==> config.mk <==
export PLATFORM = sky130hd
export DESIGN_NAME = masked_subtractor_serial
export DESIGN_NICKNAME = d
export VERILOG_FILES = /design/src/rtl/masked_subtractor_serial.sv
export SDC_FILE = /design/constraint.sdc
export NUM_CORES = 1
export LEC_CHECK = 0
export BUFFER_PORTS_ARGS = -buffer_cell sky130_fd_sc_hd__buf_2
export CORE_MARGIN = 5
export CORE_UTILIZATION = 55
export CTS_CLUSTER_DIAMETER = 80
export DETAILED_ROUTE_END_ITERATION = 10
export PLACE_DENSITY_LB_ADDON = 0.05
export SETUP_SLACK_MARGIN = 0.5
export SYNTH_ARGS = -nofsm -noshare
export SYNTH_HDL_FRONTEND = slang
export SYNTH_SLANG_ARGS = --single-unit
==> constraint.sdc <==
create_clock -name clk -period 2.9 [get_ports clk]
set_input_delay 0.87 -clock clk [delete_from_list [all_inputs] [get_ports clk]]
set_output_delay 0.87 -clock clk [all_outputs]
set_load 0.05 [all_outputs]
==> src/rtl/masked_subtractor_serial.sv <==
// masked_subtractor_serial: bit-serial masked A-B over Boolean shares, one bit per 2-cycle step using HPC2 AND gadgets.

module hpc2_and #(
    parameter int d = 2,
    localparam int NR = d * (d - 1) / 2
) (
    input  logic          clk,
    input  logic [d-1:0]  a,
    input  logic [d-1:0]  b,
    input  logic [NR-1:0] r,
    output logic [d-1:0]  c
);
    logic [d-1:0] ab;
    logic [d*d-1:0] t;
    always_ff @(posedge clk) ab <= a & b;
    for (genvar i = 0; i < d; i++) begin : g_i
        for (genvar j = 0; j < d; j++) begin : g_j
            if (i == j) begin : g_diag
                assign t[i*d+j] = 1'b0;
            end else begin : g_off
                // r_ij and r_ji share one random bit; pair (L,H) maps onto a packed triangle
                localparam int L = i < j ? i : j;
                localparam int H = i < j ? j : i;
                localparam int K = L * d - L * (L + 1) / 2 + H - L - 1;
                logic u, v;
                always_ff @(posedge clk) begin
                    u <= ~a[i] & r[K];
                    v <= b[j] ^ r[K];
                end
                assign t[i*d+j] = u ^ (a[i] & v);
            end
        end
        assign c[i] = ab[i] ^ (^t[i*d +: d]);
    end
endmodule

module masked_subtractor_serial #(
    parameter int d = 2,
    parameter int W = 8,
    localparam int NRND = d * (d - 1)
) (
    input  logic            clk,
    input  logic            rst,
    input  logic            in_valid,
    output logic            in_ready,
    input  logic [W*d-1:0]  in_a,
    input  logic [W*d-1:0]  in_b,
    input  logic [NRND-1:0] rnd,
    output logic            out_valid,
    input  logic            out_ready,
    output logic [W*d-1:0]  out_diff,
    output logic [d-1:0]    out_borrow
);
    typedef enum logic [1:0] {IDLE, CALC, DONE} state_t;
    localparam int IW = $clog2(W + 1);
    localparam logic [d-1:0] NEG = d'(1);
    state_t state, state_n;
    logic [W*d-1:0] a_q, b_q, diff_q;
    logic [d-1:0] br_q, ai, bi, ca, cb;
    logic [IW-1:0] idx;
    logic ph, last;
    assign ai = a_q[idx*d +: d];
    assign bi = b_q[idx*d +: d];
    assign last = idx == IW'(W - 1);
    assign in_ready = state == IDLE;
    assign out_valid = state == DONE;
    assign out_diff = diff_q;
    assign out_borrow = br_q;
    // borrow = (~a & b) ^ (~(a^b) & br); the two terms are disjoint, so XOR acts as OR
    hpc2_and #(.d(d)) u_ga (.clk(clk), .a(ai ^ NEG), .b(bi), .r(rnd[NRND/2-1:0]), .c(ca));
    hpc2_and #(.d(d)) u_gb (.clk(clk), .a(ai ^ bi ^ NEG), .b(br_q), .r(rnd[NRND-1:NRND/2]), .c(cb));
    always_comb begin
        state_n = state == IDLE ? (in_valid ? CALC : IDLE) :
                  state == CALC ? (ph && last ? DONE : CALC) :
                  (out_ready ? IDLE : DONE);
    end
    always_ff @(posedge clk) begin
        if (rst) begin
            state <= IDLE;
            idx <= '0;
            ph <= 1'b0;
            br_q <= '0;
            diff_q <= '0;
            a_q <= '0;
            b_q <= '0;
        end else begin
            state <= state_n;
            if (in_ready && in_valid) begin
                a_q <= in_a;
                b_q <= in_b;
                br_q <= '0;
                idx <= '0;
                ph <= 1'b0;
            end else if (state == CALC) begin
                ph <= ~ph;
                if (ph) begin
                    br_q <= ca ^ cb;
                    diff_q[idx*d +: d] <= ai ^ bi ^ br_q;
                    idx <= idx + 1'b1;
                end
            end
        end
    end
endmodule

# --- Word-level counts from Yosys, hierarchy flattened ---
# Index checks and enable logic that the tools add are counted.
op_classes:
  addsub: 2
  n_eq_ne: 3
  shifts: 4
  n_mux: 6
  bitwise: 31
  reduce_logical: 10
op_table:
  columns: ["op", "count"]
  rows:
  - ["5-bit negation with 34-bit output", 1]
  - ["2-bit by 34-bit variable shift with 16-bit output, first input constant", 1]
  - ["2-bit by 34-bit indexed part select with 16-bit output", 1]
  - ["16-bit by 6-bit indexed part select with 2-bit output", 2]
  - ["16-bit bitwise mux", 1]
  - ["1-bit XOR", 12]
  - ["1-bit bitwise AND", 8]
  - ["2-bit 2-to-1 mux", 4]
  - ["2-bit parity", 4]
  - ["1-bit inverter", 6]
  - ["2-bit XOR", 3]
  - ["4-bit by 1-bit adder with 4-bit output, second input constant", 1]
  - ["2-bit bitwise AND", 2]
  - ["4-bit by 3-bit == test with 1-bit output, second input constant", 1]
  - ["3-bit AND reduction", 1]
  - ["2-bit by 1-bit == test with 1-bit output, second input constant", 1]
  - ["2-bit == test, second input constant", 1]
  - ["1-bit logical AND", 2]
  - ["2-bit zero test", 1]
  - ["2-bit AND reduction", 1]
  - ["2-bit OR reduction", 1]
  - ["1-bit 2-to-1 mux", 1]
totals:
  reg_bits: 69
  in_bits: 38
  out_inout_bits: 20
  wordCells: 73

# --- Longest topological paths before layout ---
# Gate-level depths: netlist of the first run.
logic_depth:
  ltp_word: 8
  depth_mapped: 11
  mapped_depth_nobuf: 9

# --- Modules after synthesis ---
# From an unflattened synthesis of the first run, not the netlist that was laid out.
unflattened:
  cells_unflattened: 368
  hier_area_um2: 3293.2
by_module_without_submodules:
  columns: ["mod", "n_inst", "cells_each", "area_each_um2", "seq_area_each_um2"]
  rows:
  - ["masked_subtractor_serial", 1, 332, 2882.8, 1141.1]
  - ["hpc2_and", 2, 18, 205.2, 120.1]

# --- Worst setup path before layout of the first run ---
# OpenSTA, ideal clock, no wires.
synth_path:
  kind: "register to register"
  from: "reg idx[0]"
  to: "reg diff_q[6], in the netlist out_diff[6]"
  setup_ns: 0.070
  arrival_ns: 2.561
  setup_slack_ns: 0.269
  stages_incl_launch_ff: 11
  n_path_buf: 2
  period_less_slack_ns: 2.631
  path_cell_list: "dfxtp_1 buf_2 buf_2 mux4_2 mux2i_1 nor2_1 ha_1 ha_1 nor4_1 nand3_1 a21oi_1"
synth_between:
  elab_chain_cells: 5
  word_cells_on_any_way: 8
synth_rtl:
  columns: ["item", "line", "text"]
  rows:
  - ["start: declaration", "60", "logic [IW-1:0] idx;"]
  - ["start signal: assignment", "99", "idx <= idx + 1'b1;"]
  - ["16-bit by 6-bit indexed part select with 2-bit output, on equally long branches", "62, 63", null]
  - ["2-bit XOR (2 in a row)", "98", "diff_q[idx*d +: d] <= ai ^ bi ^ br_q;"]
  - ["2-bit by 34-bit indexed part select with 16-bit output", "98", null]
  - ["16-bit bitwise mux (*)", "98", null]
  - ["end signal: indexed assignment", "98", null]
  - ["end: declaration", "58", "logic [W*d-1:0] a_q, b_q, diff_q;"]
# Every way passes the cells marked *; elsewhere a longest branch is shown, timed or not.
# A chain may end at the register's enable or synchronous reset.

# --- Worst setup path after layout of the first run ---
# Ends and elaborated chain as after synthesis.

==> summary.log, run 1 <==
INFO  route          dr.pass1.iters=6
INFO  finish         most_common_library_cell_in_the_layout_ignoring_fill_and_taps=nand2_1
INFO  power          pwr_dens=561mW/mm²
INFO  die            initial_utilization=55.8%
INFO  place          port_buffers=57
INFO  timing         setup_violations=0
INFO  timing         finClkSkew=0.00575ns
INFO  route          routed_wl=6990µm
INFO  synth          synth-async-reset-ratio=0%
INFO  run            max_cap_violations=0
INFO  timing         min_period_over_period=82.3%
INFO  synth          synth_warnings=0
INFO  place          dp_hpwl=4810µm
INFO  power          static-leakage-power=1.58nW
INFO  die            rows=27
INFO  clocking       clock-root-buffer=clkbuf_8
INFO  timing         finalHoldViolCount=0
INFO  power          vdd.ir_drop.worst=0.000371V
INFO  clocking       cts_num_sinks=69
INFO  synth          synthDominantCellAreaShare=45.8%
INFO  setup_path     endpoint_kind=flip-flop
INFO  synth          netlist_area=0.00302mm²
INFO  finish         syn_to_final_growth=27.5%
INFO  setup_path     critical_path.startpoint_type=flip-flop
INFO  clocking       tritoncts=built
INFO  setup_path     timing.critical_path.buf_inv=3
INFO  clocking       cts_made_buffers=9
INFO  min_path       hp-class=reg2reg
INFO  place          globalplace.congestion=0.868
INFO  timing         fmax=419MHz
INFO  setup_path     worst_path_max_delay_cell=a2111oi_2
INFO  synth          synth_edf_count=0
INFO  setup_path     crit_path_cell_chain=buf_6, clkinvlp_4, buf_4, a2111oi_2, or4_4, ha_4, ha_4, nor4_4, nand3_1, a21oi_2
INFO  timing         worst_slew_pin_slew=0.630ns
INFO  synth          syn_nets=383
INFO  global_routing grt_antenna_before_repair=0
INFO  global_routing grt_first_pass_wirelength=11100µm
INFO  finish         final_antenna_diode_count=0
INFO  clocking       cts.hold.buffers_added=0
INFO  die            dieWidth=84.0µm
INFO  timing         final.min_clock_period=2.39ns
INFO  global_routing global_route.overflow_total=0
INFO  clocking       cts_htree_levels=3
INFO  synth          synthesis.area_per_instance=8.92µm²
INFO  route          routedWlPerCell=14.4µm
INFO  timing         relSlewSlack=57.6%
INFO  synth          synth-seq-area-share=45.8%
INFO  synth          ys_dominant_reg_cell=dfxtp_1
INFO  route          drc=0
INFO  setup_path     critical_path_class=reg2reg
INFO  clocking       clkTransAtPathRegs=0.07ns
INFO  route          dr.first_iter.drc_count=100
INFO  synth          synth_top_cell_by_area=dfxtp_1
INFO  setup_path     worst_ep_arrival_time=2.67ns
INFO  global_routing via_count_of_the_first_global_routing_pass=2470
INFO  finish         layout_common_cells=75 x nand2_1, 66 x dfxtp_1, 57 x buf_2
INFO  die            fp.coreArea=0.00541mm²
INFO  setup_path     critical_path_required=3.18ns
INFO  synth          post_synth_inst_count=338
INFO  timing         slew_viol_final=0
INFO  timing         setup_total_negative_slack=0ns
INFO  synth          synth_top_cells_by_area=dfxtp_1 46%, nand2_1 9.5%, a21oi_1 6.1%
INFO  clocking       clk_latency=0.35ns
INFO  route          vias_per_cell=5.22
INFO  setup_path     crit_path_max_fanout=7
INFO  finish         final_layout_size_suffix_gt1_share=32.0%
INFO  synth          number_of_synthesized_register_bits=69
INFO  setup_path     max_stage_delay=0.37ns
INFO  die            die-area=0.00706mm²
INFO  global_routing grt_max_degree=20
INFO  run_status     outcome=finished, final reports clean
INFO  timing         rsz_0062_raised_after_global_routing=yes
INFO  setup_path     cp_common_cell=ha_4
INFO  route          antenna_violating_nets_post_route=0
INFO  die            io-pin-count=58
INFO  finish         postLayoutCoreUtil=71.1%
INFO  finish         nets_finish=452
INFO  synth          yosysUniqueCellTypes=37
INFO  clocking       clk_path_buf_depth=2
INFO  setup_path     worst_path_dominant_cell_family=simple AND/OR/NAND/NOR gates
INFO  global_routing grt.total_usage=19.6%
INFO  route          detailroute.via_count=2526
INFO  die            dieHeight=84.0µm
-- cells in the mapped netlist (2+ instances only) --
| master | n |
|---|---|
| nand2_1 | 76 |
| dfxtp_1 | 69 |
| a21oi_1 | 37 |
| nor2_1 | 36 |
| mux2i_1 | 17 |
| xnor2_1 | 15 |
| clkbuf_1 | 14 |
| ha_1 | 7 |
| mux4_2 | 7 |
| nor2b_1 | 6 |
| nor3_1 | 6 |
| xor2_1 | 5 |
| and3_1 | 4 |
| buf_2 | 4 |
| inv_1 | 4 |
| a211oi_1 | 3 |
| nand4_1 | 3 |
| a2111oi_0 | 2 |
| and3b_1 | 2 |
| nand2b_1 | 2 |
| nand3_1 | 2 |
| nor4_1 | 2 |
-- final cells by class --
cell class / count / area [µm²]
timing repair buffer: 78 / 458
inverter: 5 / 26.3
tap: 72 / 90.1
fill: 438 / 1560
clock buffer: 12 / 165
sequential: 69 / 1390
clock inverter: 4 / 45.0
multi-input combinational: 244 / 1680
-- cells by family after synthesis --
family	count (synthesis)	share of synthesized area, %
flip-flops	69	45.8
multiplexers	24	10.9
buffers and inverters	25	3.65
AND/OR/NAND/NOR	147	21.8
XOR/XNOR	20	5.81
AO/OA/AOI/OAI	46	9.17
adder cells (fa/ha/maj)	7	2.90
-- power breakdown --
| part | switching, mW | internal [mW] | total, mW | leakage, nW |
|---|---|---|---|---|
| Combinational | 0.171 | 0.138 | 0.309 | 0.906 |
| Clock | 0.355 | 0.463 | 0.818 | 0.112 |
| Sequential | 0.0301 | 1.00 | 1.03 | 0.565 |
-- registers in the layout, summed over array words and instances (netlist names) --
register / flops
a_q: 16
b_q: 16
idx: 4
out_borrow: 2
out_diff: 16
ph: 1
state: 2
u_ga.ab: 2
u_ga.g_i.g_j.g_off.u: 2
u_ga.g_i.g_j.g_off.v: 2
u_gb.ab: 2
u_gb.g_i.g_j.g_off.u: 2
u_gb.g_i.g_j.g_off.v: 2
-- metrics by stage --
stage	instance area [µm²]	power (mW)	instances	setup slack (ns)	hold slack, ns
2_1_floorplan	3040	1.25	338	0.506	0.432
5_1_grt	3840	2.25	484	0.395	0.479
3_5_place_dp	3390	1.33	457	0.328	0.447
6_report	3840	2.16	484	0.512	0.455
3_3_place_gp	3390	1.33	457	0.338	0.443
4_1_cts	3700	2.16	476	0.498	0.457
-- path summary, 6_finish.rpt --
kind                            startpoint           to  slack, ns  cells after the start
worst max register to register      idx[0]  out_diff[6]       0.51                     10
worst min-delay path                b_q[2]       b_q[2]       0.46                      2
worst min register to register      b_q[2]       b_q[2]       0.46                      2
worst max-delay path                idx[0]  out_diff[6]       0.51                     10
-- routing by layer --
layer  wire length [µm]  share of wire, %  track usage [%]
met1               3130                45             23.9
met2               3420                49             32.2
met3                350               5.0             6.52
met4                 93               1.3             6.87
met5                  0                 0                0
-- tightest hold or removal path, cell delays in order (launching register included) --
cell and delay [ns]:
dfxtp_1 0.31, nand2_1 0.05, a21oi_1 0.05
-- what timing repair did --
| action | CTS | global route |
|---|---|---|
| resized for setup | 16 | 20 |
| setup buffers | 3 | 8 |
| endpoints found under the setup margin | 16 | 16 |
| pin swaps | 2 | 5 |
(Power assumes the default switching activity.)
==> run 2: changes to the inputs <==
Settings changed: CORE_UTILIZATION 55 to 49.
Clock period 2.9 ns to 2.1 ns, I/O delays scaled along.
==> run 2 against run 1 <==
Net effect:
- clock skew is 0.0078 ns higher
- design area is 11% higher
- the run now ends with setup timing left
- highest routed layer unchanged
- largest cell class unchanged
- critical path type unchanged
- global-route usage is 0.16 points lower
- sequential share of layout area is 3.3 points lower
- critical endpoint is now out_borrow[1]
- hold slack better by 0.0030 ns
- clock power is 43% higher
- critical path depth stayed put
==> summary.log, run 2 (synthesis results as in run 1) <==
INFO  setup_path     critical_path_required=2.36ns [-0.82 ns]
INFO  clocking       cts.hold.buffers_added=0 [unchanged]
INFO  die            io-pin-count=58 [unchanged]
INFO  timing         min_period_over_period=109% [+27 points]
INFO  run_status     outcome=finished, violations left
INFO  setup_path     crit_path_cell_chain=buf_12, mux4_2, mux2i_4, nor2_4, ha_4, buf_6, nand2_4, xnor2_2, xnor2_1, a211oi_1
INFO  timing         finalWorstSetupSlack=-0.197ns [-0.709 ns]
INFO  route          detailroute.via_count=2627 [+4.0%]
INFO  clocking       clock-root-buffer=clkbuf_8
INFO  route          drc=0 [unchanged]
INFO  finish         nets_finish=478 [+5.8%]
INFO  clocking       clk_path_buf_depth=2 [unchanged]
INFO  setup_path     critical_path_class=reg2reg
INFO  die            die-area=0.00782mm² [+11%]
INFO  route          antenna_violating_nets_post_route=0 [unchanged]
INFO  place          detailed_place.area=0.00357mm² [+5.4%]
INFO  timing         final.min_clock_period=2.30ns [-0.0911 ns]
INFO  clocking       clk_latency=0.35ns [about the same]
INFO  die            dieWidth=88.4µm [+5.2%]
INFO  timing         setup_total_negative_slack=-2.43ns [-2.43 ns]
INFO  power          vdd.ir_drop.worst=0.000481V [+30%]
INFO  die            initial_utilization=50.6% [-5.2 points]
INFO  finish         finalInstanceArea=0.00426mm² [+11%]
INFO  route          dr.pass1.iters=4 [-2]
INFO  clocking       cts_made_buffers=9 [unchanged]
INFO  timing         slew_viol_final=0 [unchanged]
INFO  setup_path     max_stage_delay=0.52ns [+0.15 ns]
INFO  setup_path     worst_ep_arrival_time=2.56ns [-0.11 ns]
INFO  run_status     failing_checks=setup timing
INFO  finish         final_layout_size_suffix_gt1_share=39.7% [+7.7 points]
INFO  global_routing grt_max_degree=33 [+65%]
INFO  finish         final.fill_count=465 [+6.2%]
INFO  finish         syn_to_final_growth=41.3%
INFO  timing         finClkSkew=0.0136ns [+0.00784 ns]
INFO  place          port_buffers=57 [unchanged]
INFO  finish         final_antenna_diode_count=0 [unchanged]
INFO  timing         fmax=435MHz [+4.0%]
INFO  finish         most_common_library_cell_in_the_layout_ignoring_fill_and_taps=nand2_1
INFO  min_path       hp-class=reg2reg
INFO  global_routing grt.total_usage=19.4% [-0.16 points]
INFO  timing         finalHoldViolCount=0 [unchanged]
INFO  clocking       cts_num_sinks=69 [unchanged]
INFO  die            dieHeight=88.4µm [+5.2%]
INFO  setup_path     critical_path.startpoint_type=flip-flop
INFO  timing         rsz_0062_raised_after_global_routing=yes
INFO  power          pwr_dens=735mW/mm² [+31%]
INFO  place          dp_hpwl=5100µm [+6.0%]
INFO  global_routing global_route.overflow_total=0 [unchanged]
INFO  route          vias_per_cell=5.12 [-1.9%]
INFO  clocking       tritoncts=built
INFO  setup_path     endpoint_kind=flip-flop
INFO  clocking       clkTransAtPathRegs=0.08ns [about the same]
INFO  global_routing via_count_of_the_first_global_routing_pass=2535 [+2.6%]
INFO  die            rows=28 [+3.7%]
INFO  die            fp.coreArea=0.00596mm² [+10%]
INFO  clocking       cts_htree_levels=3 [unchanged]
INFO  global_routing grt_first_pass_wirelength=11700µm [+5.0%]
INFO  global_routing grt_antenna_before_repair=0 [unchanged]
INFO  place          globalplace.congestion=0.848 [-2.3%]
INFO  timing         worst_slew_pin_slew=0.593ns [-0.0370 ns]
INFO  finish         layout_common_cells=73 x nand2_1, 64 x dfxtp_1, 43 x buf_2, 43 x buf_4, 36 x a21oi_1
INFO  timing         relSlewSlack=59.9% [+2.3 points]
INFO  run            max_cap_violations=0 [unchanged]
INFO  route          routed_wl=7300µm [+4.4%]
INFO  power          static-leakage-power=1.76nW [+11%]
INFO  route          routedWlPerCell=14.2µm [-1.5%]
INFO  timing         setup_violations=18 [+18]
INFO  route          dr.first_iter.drc_count=83 [-17%]
INFO  setup_path     crit_path_max_fanout=3 [-4]
INFO  setup_path     worst_path_max_delay_cell=mux4_2
run 2: per-layer routing:
layer	global-route usage (%)	wire, µm
met4	9.75	186
met1	25.1	3300
met5	0	0
met3	3.72	329
met2	31.1	3480
run 2: repair_timing:
| action | 4_1_cts | 5_1_grt |
|---|---|---|
| pin swaps | 19 | 13 |
| buffers inserted | 11 | 5 |
| setup endpoints to repair | 33 | 39 |
| gates resized for setup | 57 | 29 |
| cloned | 0 | 0 |
run 2: area by class of cell:
type / count / area, µm² / share of cell area, %
Multi-Input combinational cell: 244 / 1790 / 42.0
Sequential cell: 69 / 1400 / 32.7
Timing Repair Buffer: 104 / 728 / 17.1
Clock buffer: 11 / 131 / 3.08
Tap cell: 75 / 93.8 / 2.20
Clock inverter: 5 / 85.1 / 2.00
Inverter: 5 / 36.3 / 0.851
run 2: report_power, final:
group	total [mW]	internal (mW)	switching, mW
clock	1.17	0.673	0.496
combinational	0.535	0.260	0.275
sequential	1.43	1.38	0.0477
total	3.13	2.31	0.819
run 2: worst max-delay path, delay by kind of cell, from the launching register on:
kind | cells | cell delay (ns)
AOI/OAI and AO/OA | 1 | 0.20
xor gates and xnor gates | 2 | 0.28
adders and majority gates | 1 | 0.29
buffers and inverters | 2 | 0.23
DFF | 1 | 0.39
muxes | 2 | 0.72
and+or+nand+nor | 2 | 0.11
run 2: final timing paths:
| check | start | to | slack, ns | depth (start not counted) |
|---|---|---|---|---|
| worst min-delay path | a_q[15] | a_q[15] | 0.46 | 2 |
| worst max-delay path | idx[0] | out_borrow[1] | -0.20 | 10 |
| worst max register to register | idx[0] | out_borrow[1] | -0.20 | 10 |
| worst min register to register | a_q[15] | a_q[15] | 0.46 | 2 |
run 2: through the flow:
| step | std cells | hold WS (ns) | worst slack [ns] | utilization, % | total power, mW |
|---|---|---|---|---|---|
| floorplan | 338 | 0.432 | -0.277 | - | 1.73 |
| CTS | 508 | 0.458 | -0.272 | 69.1 | 3.12 |
| global placement | 481 | 0.445 | -0.344 | 59.9 | 1.85 |
| finish | 513 | 0.458 | -0.197 | 71.6 | 3.13 |
| global route | 513 | 0.475 | -0.282 | 71.6 | 3.26 |
| detailed placement | 481 | 0.447 | -0.447 | 59.9 | 1.87 |
==> run 3: changes to the inputs <==
Settings changed: RECOVER_POWER set to 50.
==> run 3 against run 2 <==
Net effect:
- the run still ends with setup timing left
- via count rose by 0.57%
- clock power barely moved
- core utilization fell by 0.38 points
- flip-flop and latch count unchanged
- design area down 0.53%
==> summary.log, run 3 (synthesis results as in run 1) <==
INFO  route          vias_per_cell=5.15 [+0.57%]
INFO  run            max_cap_violations=0 [unchanged]
INFO  setup_path     worst_path_max_delay_cell=mux4_2
INFO  timing         finClkSkew=0.0128ns [-0.000771 ns]
INFO  route          routed_wl=7320µm [+0.32%]
INFO  route          drc=0 [unchanged]
INFO  clocking       tritoncts=built
INFO  route          detailroute.via_count=2642 [+0.57%]
INFO  power          pwr_dens=738mW/mm² [+0.30%]
INFO  timing         setup_total_negative_slack=-2.48ns [-0.0538 ns]
INFO  place          port_buffers=57 [unchanged]
INFO  die            rows=28 [unchanged]
INFO  finish         final_antenna_diode_count=0 [unchanged]
INFO  global_routing grt_max_degree=33 [unchanged]
INFO  setup_path     worst_ep_arrival_time=2.56ns [about the same]
INFO  route          antenna_violating_nets_post_route=0 [unchanged]
INFO  setup_path     critical_path.startpoint_type=flip-flop
INFO  finish         layout_common_cells=73 x nand2_1, 65 x dfxtp_1, 42 x buf_2
INFO  timing         relSlewSlack=59.0% [-0.90 points]
INFO  clocking       clock-root-buffer=clkbuf_8
INFO  timing         rsz_0062_raised_after_global_routing=yes
INFO  global_routing via_count_of_the_first_global_routing_pass=2535 [unchanged]
INFO  timing         finalHoldViolCount=0 [unchanged]
INFO  route          dr.pass1.iters=5 [+1]
INFO  timing         worst_slew_pin_slew=0.606ns [+0.0134 ns]
INFO  setup_path     worst_path_dominant_cell_family=multiplexers
INFO  global_routing grt_most_used_layer=met2
INFO  setup_path     max_stage_delay=0.52ns [about the same]
INFO  setup_path     crit_path_cell_chain=buf_12, mux4_2, mux2i_4, nor2_4, ha_4, buf_6, nand2_4, xnor2_2, xnor2_1, a211oi_1
INFO  power          vdd.ir_drop.worst=0.000483V [+0.45%]
INFO  clocking       clk_path_buf_depth=2 [unchanged]
INFO  clocking       clk_latency=0.35ns [about the same]
INFO  die            io-pin-count=58 [unchanged]
INFO  global_routing met2_global_route_usage=31.1% [unchanged]
INFO  setup_path     critical_path_required=2.36ns [about the same]
INFO  place          dp_hpwl=5100µm [unchanged]
INFO  finish         nets_finish=478 [unchanged]
INFO  timing         final.min_clock_period=2.30ns [+0.000806 ns]
INFO  timing         slew_viol_final=0 [unchanged]
INFO  finish         final_layout_size_suffix_gt1_share=38.6% [-1.1 points]
INFO  run_status     failing_checks=setup timing
INFO  power          power=3.13mW [-0.23%]
INFO  finish         most_common_library_cell_in_the_layout_ignoring_fill_and_taps=nand2_1
INFO  power          static-leakage-power=1.75nW [-0.86%]
INFO  place          pre_cts_ws=-0.447ns [unchanged]
INFO  clocking       cts_htree_levels=3 [unchanged]
INFO  global_routing global_route.overflow_total=0 [unchanged]
INFO  run_status     outcome=finished, violations left
INFO  timing         finalWorstSetupSlack=-0.198ns [-0.000806 ns]
INFO  die            initial_utilization=50.6% [unchanged]
INFO  die            fp.coreArea=0.00596mm² [unchanged]
INFO  setup_path     critical_path_class=reg2reg
INFO  place          globalplace.congestion=0.848 [unchanged]
INFO  setup_path     endpoint_kind=flip-flop
INFO  setup_path     crit_path_max_fanout=3 [unchanged]
INFO  global_routing grt_util_met3=3.72% [unchanged]
INFO  setup_path     timing.critical_path.buf_inv=2 [unchanged]
INFO  clocking       cts_num_sinks=69 [unchanged]
INFO  die            dieWidth=88.4µm [unchanged]
INFO  global_routing grt.total_usage=19.4% [unchanged]
INFO  clocking       cts_made_buffers=9 [unchanged]
INFO  timing         min_period_over_period=109% [about the same]
INFO  die            die-area=0.00782mm² [unchanged]
INFO  timing         fmax=435MHz [about the same]
INFO  global_routing grt_antenna_before_repair=0 [unchanged]
INFO  timing         setup_violations=18 [unchanged]
INFO  die            dieHeight=88.4µm [unchanged]
INFO  finish         syn_to_final_growth=40.6%
INFO  clocking       clkTransAtPathRegs=0.08ns [about the same]
INFO  global_routing grt_first_pass_wirelength=11700µm [unchanged]
INFO  clocking       cts.hold.buffers_added=0 [unchanged]
INFO  global_routing met1_global_route_usage=25.1% [unchanged]
INFO  route          dr.first_iter.drc_count=130 [+57%]
INFO  min_path       hp-class=reg2reg
INFO  route          routedWlPerCell=14.3µm [+0.32%]
run 3: path summary, 6_finish.rpt:
kind	endpoint	slack (ns)	startpoint	depth (start not counted)
worst min-delay path	a_q[15]	0.46	a_q[15]	2
worst max-delay path	out_borrow[1]	-0.20	idx[0]	10
worst max register to register	out_borrow[1]	-0.20	idx[0]	10
worst min register to register	a_q[15]	0.46	a_q[15]	2
run 3: tightest hold or removal path, cell delays in order (launching register included):
cell and delay, ns:
dfxtp_1 0.31, nand2_1 0.05, a21oi_1 0.05
run 3: area by class of cell:
cell class,instances,area [µm²]
Clock buffer,11,131
Fill cell,468,1720
Sequential cell,69,1390
Inverter,5,36.3
Timing Repair Buffer,104,717
Clock inverter,5,85.1
Tap cell,75,93.8
Multi-Input combinational cell,244,1780
run 3: report_power, final:
| group | switching, mW | total (mW) | leakage (nW) | internal, mW |
|---|---|---|---|---|
| combinational | 0.276 | 0.528 | 1.08 | 0.252 |
| sequential | 0.0453 | 1.43 | 0.566 | 1.38 |
| clock | 0.499 | 1.17 | 0.104 | 0.673 |
| total | 0.820 | 3.13 | 1.75 | 2.31 |
run 3: stage by stage:
stage | hold WS [ns] | instances | area (µm²) | utilization [%]
global route | 0.475 | 513 | 4240 | 71.2
global placement | 0.445 | 481 | 3570 | 59.9
CTS | 0.458 | 508 | 4110 | 69.1
finish | 0.458 | 513 | 4240 | 71.2
floorplan | 0.432 | 338 | 3060 | -
detailed placement | 0.447 | 481 | 3570 | 59.9
run 3: repair_timing:
item / in CTS / in global routing
setup buffers: 11 / 5
pin swaps: 19 / 13
endpoints found under the setup margin: 33 / 39
resized for setup: 57 / 29
run 3: routing by layer:
metal / wire [µm] / up-vias
li1: - / 1330
met4: 189 / 0
met5: 0 / -
met1: 3310 / 1233
met2: 3510 / 59
met3: 308 / 20
